[config.mk]
export PLATFORM = sky130hd
export DESIGN_NAME = log_frame_stats_flat
export DESIGN_NICKNAME = d
export VERILOG_FILES = /design/src/rtl/log_frame_stats_if.sv /design/src/rtl/log_frame_stats.sv /design/src/flat_wrapper.sv
export SDC_FILE = /design/constraint.sdc
export NUM_CORES = 1
export LEC_CHECK = 0
export ABC_AREA = 1
export CAP_MARGIN = 20
export CORE_MARGIN = 2
export CORE_UTILIZATION = 55
export DETAILED_ROUTE_END_ITERATION = 8
export HOLD_SLACK_MARGIN = 0.08
export PLACE_DENSITY_LB_ADDON = 0.08
export SYNTH_ARGS = -nofsm -noshare
export SYNTH_HDL_FRONTEND = slang
export SYNTH_SLANG_ARGS = --single-unit
export TNS_END_PERCENT = 30
[constraint.sdc]
create_clock -name clk -period 4.9 [get_ports clk]
set_clock_uncertainty 0.15 [all_clocks]
set_input_delay 0.98 -clock clk [delete_from_list [all_inputs] [get_ports clk]]
set_output_delay 0.98 -clock clk [all_outputs]
set_load 0.05 [all_outputs]
[src/rtl/log_frame_stats_if.sv]
// Stream-in / statistics-out bundle for log_frame_stats.
// The master side drives the log-domain samples and consumes the published statistics.
interface log_frame_stats_if #(
  parameter int DATA_WIDTH = 32
);
  logic [DATA_WIDTH-1:0] tdata_in;
  logic                  tvalid_in;
  logic                  clear;
  logic [DATA_WIDTH-1:0] stat_min;
  logic [DATA_WIDTH-1:0] stat_max;
  logic [DATA_WIDTH-1:0] stat_mean;
  logic [15:0]           frame_count;
  logic                  stat_valid;

  modport master (
    output tdata_in, tvalid_in, clear,
    input  stat_min, stat_max, stat_mean, frame_count, stat_valid
  );

  modport slave (
    input  tdata_in, tvalid_in, clear,
    output stat_min, stat_max, stat_mean, frame_count, stat_valid
  );
endinterface

[src/rtl/log_frame_stats.sv]
// Per-frame min/max/mean collector for the log-domain pixel stream.
// Three stages: input register, accumulator FSM, publish register.
module log_frame_stats #(
  parameter int FRAME_PIXELS_LOG2 = 16,
  parameter int DATA_WIDTH        = 32
) (
  input logic              clk,
  input logic              rst_n,
  log_frame_stats_if.slave s
);

  localparam int CNT_W = FRAME_PIXELS_LOG2 + 1;
  localparam int SUM_W = DATA_WIDTH + FRAME_PIXELS_LOG2;
  localparam logic [CNT_W-1:0] FRAME_N = CNT_W'(1) << FRAME_PIXELS_LOG2;

  typedef enum logic {EMPTY, ACCUM} state_t;

  function automatic logic [DATA_WIDTH-1:0] min_u(input logic [DATA_WIDTH-1:0] a,
                                                  input logic [DATA_WIDTH-1:0] b);
    return (a < b) ? a : b;
  endfunction

  function automatic logic [DATA_WIDTH-1:0] max_u(input logic [DATA_WIDTH-1:0] a,
                                                  input logic [DATA_WIDTH-1:0] b);
    return (a > b) ? a : b;
  endfunction

  function automatic logic [DATA_WIDTH-1:0] mean_trunc(input logic [SUM_W-1:0] sum);
    return DATA_WIDTH'(sum >> FRAME_PIXELS_LOG2);
  endfunction

  logic [DATA_WIDTH-1:0] in_q;
  logic                  vld_q;
  logic                  clr_q;

  state_t                state_q, state_d;
  logic [CNT_W-1:0]      cnt_q, cnt_d;
  logic [SUM_W-1:0]      sum_q, sum_d;
  logic [DATA_WIDTH-1:0] run_min_q, run_min_d;
  logic [DATA_WIDTH-1:0] run_max_q, run_max_d;
  logic                  done_q, done_d;

  logic [DATA_WIDTH-1:0] stat_min_q, stat_min_d;
  logic [DATA_WIDTH-1:0] stat_max_q, stat_max_d;
  logic [DATA_WIDTH-1:0] stat_mean_q, stat_mean_d;
  logic [15:0]           frame_count_q, frame_count_d;
  logic                  stat_valid_q, stat_valid_d;

  // Stage 0: input register
  always_ff @(posedge clk or negedge rst_n) begin
    if (!rst_n) begin
      in_q  <= '0;
      vld_q <= 1'b0;
      clr_q <= 1'b0;
    end else begin
      in_q  <= s.tdata_in;
      vld_q <= s.tvalid_in;
      clr_q <= s.clear;
    end
  end

  // Stage 1: accumulator FSM
  always_comb begin
    state_d   = state_q;
    cnt_d     = cnt_q;
    sum_d     = sum_q;
    run_min_d = run_min_q;
    run_max_d = run_max_q;
    done_d    = 1'b0;
    if (vld_q) begin
      // A clear coinciding with a sample restarts the frame on that sample.
      if (clr_q || state_q == EMPTY) begin
        run_min_d = in_q;
        run_max_d = in_q;
        sum_d     = SUM_W'(in_q);
        cnt_d     = CNT_W'(1);
      end else begin
        run_min_d = min_u(run_min_q, in_q);
        run_max_d = max_u(run_max_q, in_q);
        sum_d     = sum_q + SUM_W'(in_q);
        cnt_d     = cnt_q + CNT_W'(1);
      end
      if (cnt_d == FRAME_N) begin
        done_d  = 1'b1;
        state_d = EMPTY;
        cnt_d   = '0;
      end else begin
        state_d = ACCUM;
      end
    end else if (clr_q) begin
      state_d = EMPTY;
      cnt_d   = '0;
      sum_d   = '0;
    end
  end

  always_ff @(posedge clk or negedge rst_n) begin
    if (!rst_n) begin
      state_q   <= EMPTY;
      cnt_q     <= '0;
      sum_q     <= '0;
      run_min_q <= '0;
      run_max_q <= '0;
      done_q    <= 1'b0;
    end else begin
      state_q   <= state_d;
      cnt_q     <= cnt_d;
      sum_q     <= sum_d;
      run_min_q <= run_min_d;
      run_max_q <= run_max_d;
      done_q    <= done_d;
    end
  end

  // Stage 2: publish; run_* still hold the completed frame while the next one loads
  always_comb begin
    stat_min_d    = stat_min_q;
    stat_max_d    = stat_max_q;
    stat_mean_d   = stat_mean_q;
    frame_count_d = frame_count_q;
    stat_valid_d  = done_q;
    if (done_q) begin
      stat_min_d    = run_min_q;
      stat_max_d    = run_max_q;
      stat_mean_d   = mean_trunc(sum_q);
      frame_count_d = frame_count_q + 16'd1;
    end
  end

  always_ff @(posedge clk or negedge rst_n) begin
    if (!rst_n) begin
      stat_min_q    <= '0;
      stat_max_q    <= '0;
      stat_mean_q   <= '0;
      frame_count_q <= '0;
      stat_valid_q  <= 1'b0;
    end else begin
      stat_min_q    <= stat_min_d;
      stat_max_q    <= stat_max_d;
      stat_mean_q   <= stat_mean_d;
      frame_count_q <= frame_count_d;
      stat_valid_q  <= stat_valid_d;
    end
  end

  assign s.stat_min    = stat_min_q;
  assign s.stat_max    = stat_max_q;
  assign s.stat_mean   = stat_mean_q;
  assign s.frame_count = frame_count_q;
  assign s.stat_valid  = stat_valid_q;

endmodule

[src/flat_wrapper.sv]
// flat-port wrapper written by rule: the top's interface ports become plain ports
module log_frame_stats_flat 
#(
  parameter int FRAME_PIXELS_LOG2 = 16,
  parameter int DATA_WIDTH        = 32
)
  (clk, rst_n, s_tdata_in, s_tvalid_in, s_clear, s_stat_min, s_stat_max, s_stat_mean, s_frame_count, s_stat_valid);
  log_frame_stats_if #(.DATA_WIDTH(DATA_WIDTH)) s_i ();
  input logic clk;
  input logic rst_n;
  input wire logic [$bits(s_i.tdata_in)-1:0] s_tdata_in;
  input wire logic [$bits(s_i.tvalid_in)-1:0] s_tvalid_in;
  input wire logic [$bits(s_i.clear)-1:0] s_clear;
  output wire logic [$bits(s_i.stat_min)-1:0] s_stat_min;
  output wire logic [$bits(s_i.stat_max)-1:0] s_stat_max;
  output wire logic [$bits(s_i.stat_mean)-1:0] s_stat_mean;
  output wire logic [$bits(s_i.frame_count)-1:0] s_frame_count;
  output wire logic [$bits(s_i.stat_valid)-1:0] s_stat_valid;
  assign s_i.tdata_in = s_tdata_in;
  assign s_i.tvalid_in = s_tvalid_in;
  assign s_i.clear = s_clear;
  assign s_stat_min = s_i.stat_min;
  assign s_stat_max = s_i.stat_max;
  assign s_stat_mean = s_i.stat_mean;
  assign s_frame_count = s_i.frame_count;
  assign s_stat_valid = s_i.stat_valid;
  log_frame_stats #(.FRAME_PIXELS_LOG2(FRAME_PIXELS_LOG2), .DATA_WIDTH(DATA_WIDTH)) u_core (.clk(clk), .rst_n(rst_n), .s(s_i));
endmodule
# After elaboration in Yosys (flattened, before gate mapping)
# Cells that the tools add are included.
[classes] order_cmp=2 bitwise=1 addsub=3 mux=17 n_reduce_logical=4 n_eq_ne=3
[ops] op="48-bit 2-to-1 mux" n=3
[ops] op="32-bit 2-to-1 mux" n=4
[ops] op="17-bit 2-to-1 mux" n=5
[ops] op="48-bit by 32-bit adder with 48-bit output" n=1
[ops] op="32-bit greater-than comparator" n=1
[ops] op="32-bit less-than comparator" n=1
[ops] op="17-bit by 1-bit adder with 17-bit output (second input constant)" n=1
[ops] op="17-bit == test (second input constant)" n=1
[ops] op="16-bit by 1-bit adder with 16-bit output (second input constant)" n=1
[ops] op="1-bit 2-to-1 mux" n=5
[ops] op="2-bit by 1-bit != test with 1-bit output (second input constant)" n=2
[ops] op="2-bit AND reduction" n=2
[ops] op="2-bit nonzero test" n=1
[ops] op="1-bit logical OR" n=1
[ops] op="1-bit inverter" n=1
[word_totals] out_inout_bits=113 in_bits=36 register_bits=278

# Longest topological paths before layout
[depth] ltp_word=7 ltp_mapped=17 depth_no_buf=16

# Worst setup path before layout
# No wires, ideal clock.
[synth_path] kind="flip-flop to flip-flop" start="reg u_core.in_q[0]" end="reg u_core.sum_q[40]" arrival_ns=1.930 setup_time_ns=0.117 path_slack_ns=2.703 t_required_ns=4.633 n_path_buf=0 stages_incl_launch_ff=16 cell_sequence="dfrtp_1 -> ha_1 -> inv_1 -> fa_1 -> inv_1 -> nand3_1 -> nand3_1 -> nand2_1 -> nand2_1 -> nand2_1 -> nand2_1 -> nand2_1 -> nand2_1 -> nand3_1 -> nand3_1 -> nand2_1"
[synth_via] elab_chain_cells=3
[synth_lines] item="from (decl)" line="log_frame_stats.sv:32" rtl="logic [DATA_WIDTH-1:0] in_q;"
[synth_lines] item="from (signal assigned)" line="log_frame_stats.sv:56" rtl="in_q <= s.tdata_in;"
[synth_lines] item="48-bit by 32-bit adder with 48-bit output" line="log_frame_stats.sv:80" rtl="sum_d = sum_q + SUM_W'(in_q);"
[synth_lines] item="48-bit 2-to-1 mux" line="log_frame_stats.sv:72" rtl="if (clr_q || state_q == EMPTY) begin"
[synth_lines] item="48-bit 2-to-1 mux" line="log_frame_stats.sv:70" rtl="if (vld_q) begin"
[synth_lines] item="to (signal assigned)" line="log_frame_stats.sv:108" rtl="sum_q <= sum_d;"
[synth_lines] item="to (decl)" line="log_frame_stats.sv:38" rtl="logic [SUM_W-1:0] sum_q, sum_d;"
# No other way between the ends.
# A chain may end at the register's enable or synchronous reset.

# Worst setup path in the final report
[layout_path] start="reg u_core.clr_q" end="reg u_core.run_max_q[23]"
[layout_via] elab_chain_cells=3
[layout_lines] item="from (decl)" line="log_frame_stats.sv:34" rtl="logic clr_q;"
[layout_lines] item="from (signal assigned)" line="log_frame_stats.sv:58" rtl="clr_q <= s.clear;"
[layout_lines] item="1-bit logical OR *" line="log_frame_stats.sv:72"
[layout_lines] item="2-bit by 1-bit != test with 1-bit output (no line)"
[layout_lines] item="2-bit AND reduction (no line)"
[layout_lines] item="to (signal assigned)" line="log_frame_stats.sv:110" rtl="run_max_q <= run_max_d;"
[layout_lines] item="to (decl)" line="log_frame_stats.sv:40" rtl="logic [DATA_WIDTH-1:0] run_max_q, run_max_d;"
# Every way passes the cells marked *; elsewhere a longest branch is shown, timed or not.

==> results.toml <==
[sta]
setup_viol = 0
worst_slack_ns = 1.84
worst_slew_pin_slew_ns = 0.901
max_freq_ghz = 0.327
fin_crit_sh_pct = 62.5
hold_viol = 0
relSlewSlack_pct = 39.8
hold_slack_ns = 0.252
finalCriticalPeriod_ns = 3.06
grt_setup_unrepaired = "no"
drv_slew = 0
fin_setup_tns_ns = 0

[global_route]
overflow = 0
grt_pass1_vias = 13755
grt_pass1_wl_um = 71800
grt.total_usage_pct = 29.3
grt_max_degree = 105
antenna_found_initial = 0

[routing]
vias = 14178
ant_nets = 0
drtIter0Drc = 1101
wl_per_cell_um = 16.3
wl_um = 43500
firstDrtPassIters = 9
vias_per_cell = 5.29
route.detailed.drc = 0

[clock_network]
hold_buffers = 0
clockRootBuffer = "clkbuf_16"
htree_levels = 1
tritoncts = "built"
numCtsBuffers = 30
clockBufferDepth = 3
post_cts_buffers = 0
ctsResizeCount = 0
cts.sinks = 278
clk_latency_ns = 0.56
clk_pin_slew_ns = 0.06

[die]
num_io_pins = 149
fp.dieH_um = 174
die_w_um = 174
rows = 62
start_util_pct = 55.5
fp.coreArea_um2 = 28500
fp.dieArea_um2 = 30200

[synth]
synth_edf_count = 0
ys_seq_area_share_pct = 43.9
synthTopCellsByArea = "dfrtp_1 (44%), nand2_1 (21%), ha_1 (7.7%)"
synth_seq_cells = 278
ys_async_sr_fraction_pct = 100
synth_top_area_share_pct = 43.9
synth_cells = 2147
yosysTopAreaCell = "dfrtp_1"
syn-num-nets = 2281
yosysWarnings = 0
ys_types = 44
syn_area_per_cell_um2 = 7.38
syn-cell-area_um2 = 15800
synth_ff_type = "dfrtp_1"

[cells_and_area]
area_growth_pct = 18.1
layout.cells.non_filler = 2678
drive_gt1_share_pct = 4.58
fill_cells = 2554
n_antenna_cell = 0
fin_nets = 2409

[power]
power.density_nw_per_um2 = 330
p_total_mw = 6.17
irDropWorstVdd_uv = 294
p_leak_nw = 10.0

[setup_path]
worst_setup_path_start_kind = "register"
slowest_delay_ns = 0.47
cp.required_ns = 5.25
critPathCaptureType = "register"
critPathArrivalTime_ns = 3.41
crit_family = "simple AND/OR/NAND/NOR gates"
critPathKind = "register to register"
r2r_slack_ns = 1.84
worstPathCellList = "nor2_4 -> buf_4 -> inv_1 -> a21oi_1 -> nand2_4 -> nand2_4 -> nand2_1 -> nand2_1"
path_buf_inv = 2
critPathSlowestCell = "nor2_4"
crit_fanout = 33

[place]
place.gp.congestion = 0.927
post-place-ws_ns = 1.86
dp_hpwl_um = 32200
portBuffers = 148
placed_cells = 2627

[status]
status = "completed"

[flow_run]
cap_violations = 0

[min_path]
hp-class = "primary input to async pin"
==> synthesized netlist by cell type (3+ instances only) <==
cell type	instances
o21a_1	5
nor2_2	11
xor2_1	27
ha_1	97
nand3_1	172
dfrtp_1	278
inv_1	250
xnor2_1	5
o21ai_0	57
a21oi_1	79
clkbuf_1	36
nor3_1	6
nand2_2	6
nor2_4	3
and3_1	3
nand3_2	8
nand2_1	888
o21ai_1	5
nor2_1	118
buf_6	6
o21bai_1	5
nand4_1	22
buf_2	14
buf_1	4
o22ai_1	14
==> report_power, final <==
part | total [mW] | internal [mW] | switching [mW]
Combinational | 1.11 | 0.374 | 0.738
Sequential | 2.59 | 2.43 | 0.159
Clock | 2.47 | 1.53 | 0.931
Total | 6.17 | 4.34 | 1.83
==> kinds of logic after synthesis <==
group / after synthesis / synth area share [%]
adder cells (fa/ha/maj): 98 / 7.79
AND/OR/NAND/NOR: 1253 / 32.8
XOR/XNOR: 32 / 1.77
buffers and inverters: 315 / 7.91
flip-flops: 278 / 43.9
AO/OA/AOI/OAI: 171 / 5.78
==> metal layers <==
layer | global-route usage, % | vias to the layer above | share of wire [%]
met1 | 42.7 | 6649 | 47
li1 | - | 7009 | -
met3 | 3.82 | 70 | 6.2
met4 | 7.21 | 0 | 2.3
met5 | 0 | - | 0
met2 | 46.8 | 450 | 45
==> placed cells by master (no fill, tap or decap), types with 5 or more instances in the layout <==
| master | n |
|---|---|
| clkdlybuf4s50_1 | 147 |
| o21a_1 | 5 |
| a21oi_1 | 79 |
| xor2_1 | 27 |
| nor2_2 | 11 |
| nand3_2 | 8 |
| o22ai_1 | 14 |
| clkbuf_8 | 7 |
| dfrtp_1 | 276 |
| nor2_1 | 117 |
| o21ai_1 | 5 |
| o21bai_1 | 5 |
| inv_1 | 249 |
| xnor2_1 | 5 |
| o21ai_0 | 57 |
| ha_1 | 97 |
| clkbuf_16 | 30 |
| nand2_2 | 6 |
| nor3_1 | 6 |
| buf_4 | 8 |
| nand3_1 | 172 |
| nand2_1 | 888 |
| nand4_1 | 22 |
| bufinv_16 | 6 |
==> flip-flops by register name, summed over array words and instances (netlist names), 17 cells and up <==
signal / flops
u_core.s.stat_max: 32
u_core.in_q: 32
u_core.sum_q: 48
u_core.s.stat_mean: 32
u_core.run_min_q: 32
u_core.cnt_q: 17
u_core.run_max_q: 32
u_core.s.stat_min: 32
==> worst paths after layout <==
kind	from	end	cells past startpoint
worst max-delay path	u_core.clr_q	u_core.run_max_q[23]	8
worst min-delay path	rst_n	u_core.s.stat_min[4]	1
worst max register to register	u_core.clr_q	u_core.run_max_q[23]	8
worst min register to register	u_core.s.stat_max[6]	u_core.s.stat_max[6]	2
max in group asynchronous	rst_n	u_core.s.stat_max[31]	2
min in group clk	u_core.s.stat_max[6]	u_core.s.stat_max[6]	2
==> layout make-up <==
type                    count  area (µm²)  area share, %
repair buffers            158        1590           8.49
inverters                 253         951           5.09
well taps                 384         480           2.57
clock inverters            12         229           1.22
clock buffers              39         855           4.57
flip-flops and latches    278        6960           37.2
multi-input cells        1554        7630           40.8
==> per-stage QoR <==
stage / instance area [µm²] / util, %
floorplan: 15800 / -
global placement: 17600 / 61.7
detailed placement: 17600 / 61.7
CTS: 18700 / 65.5
global route: 18700 / 65.5
finish: 18700 / 65.5
Note: power is estimated with default switching activity, not from simulation.
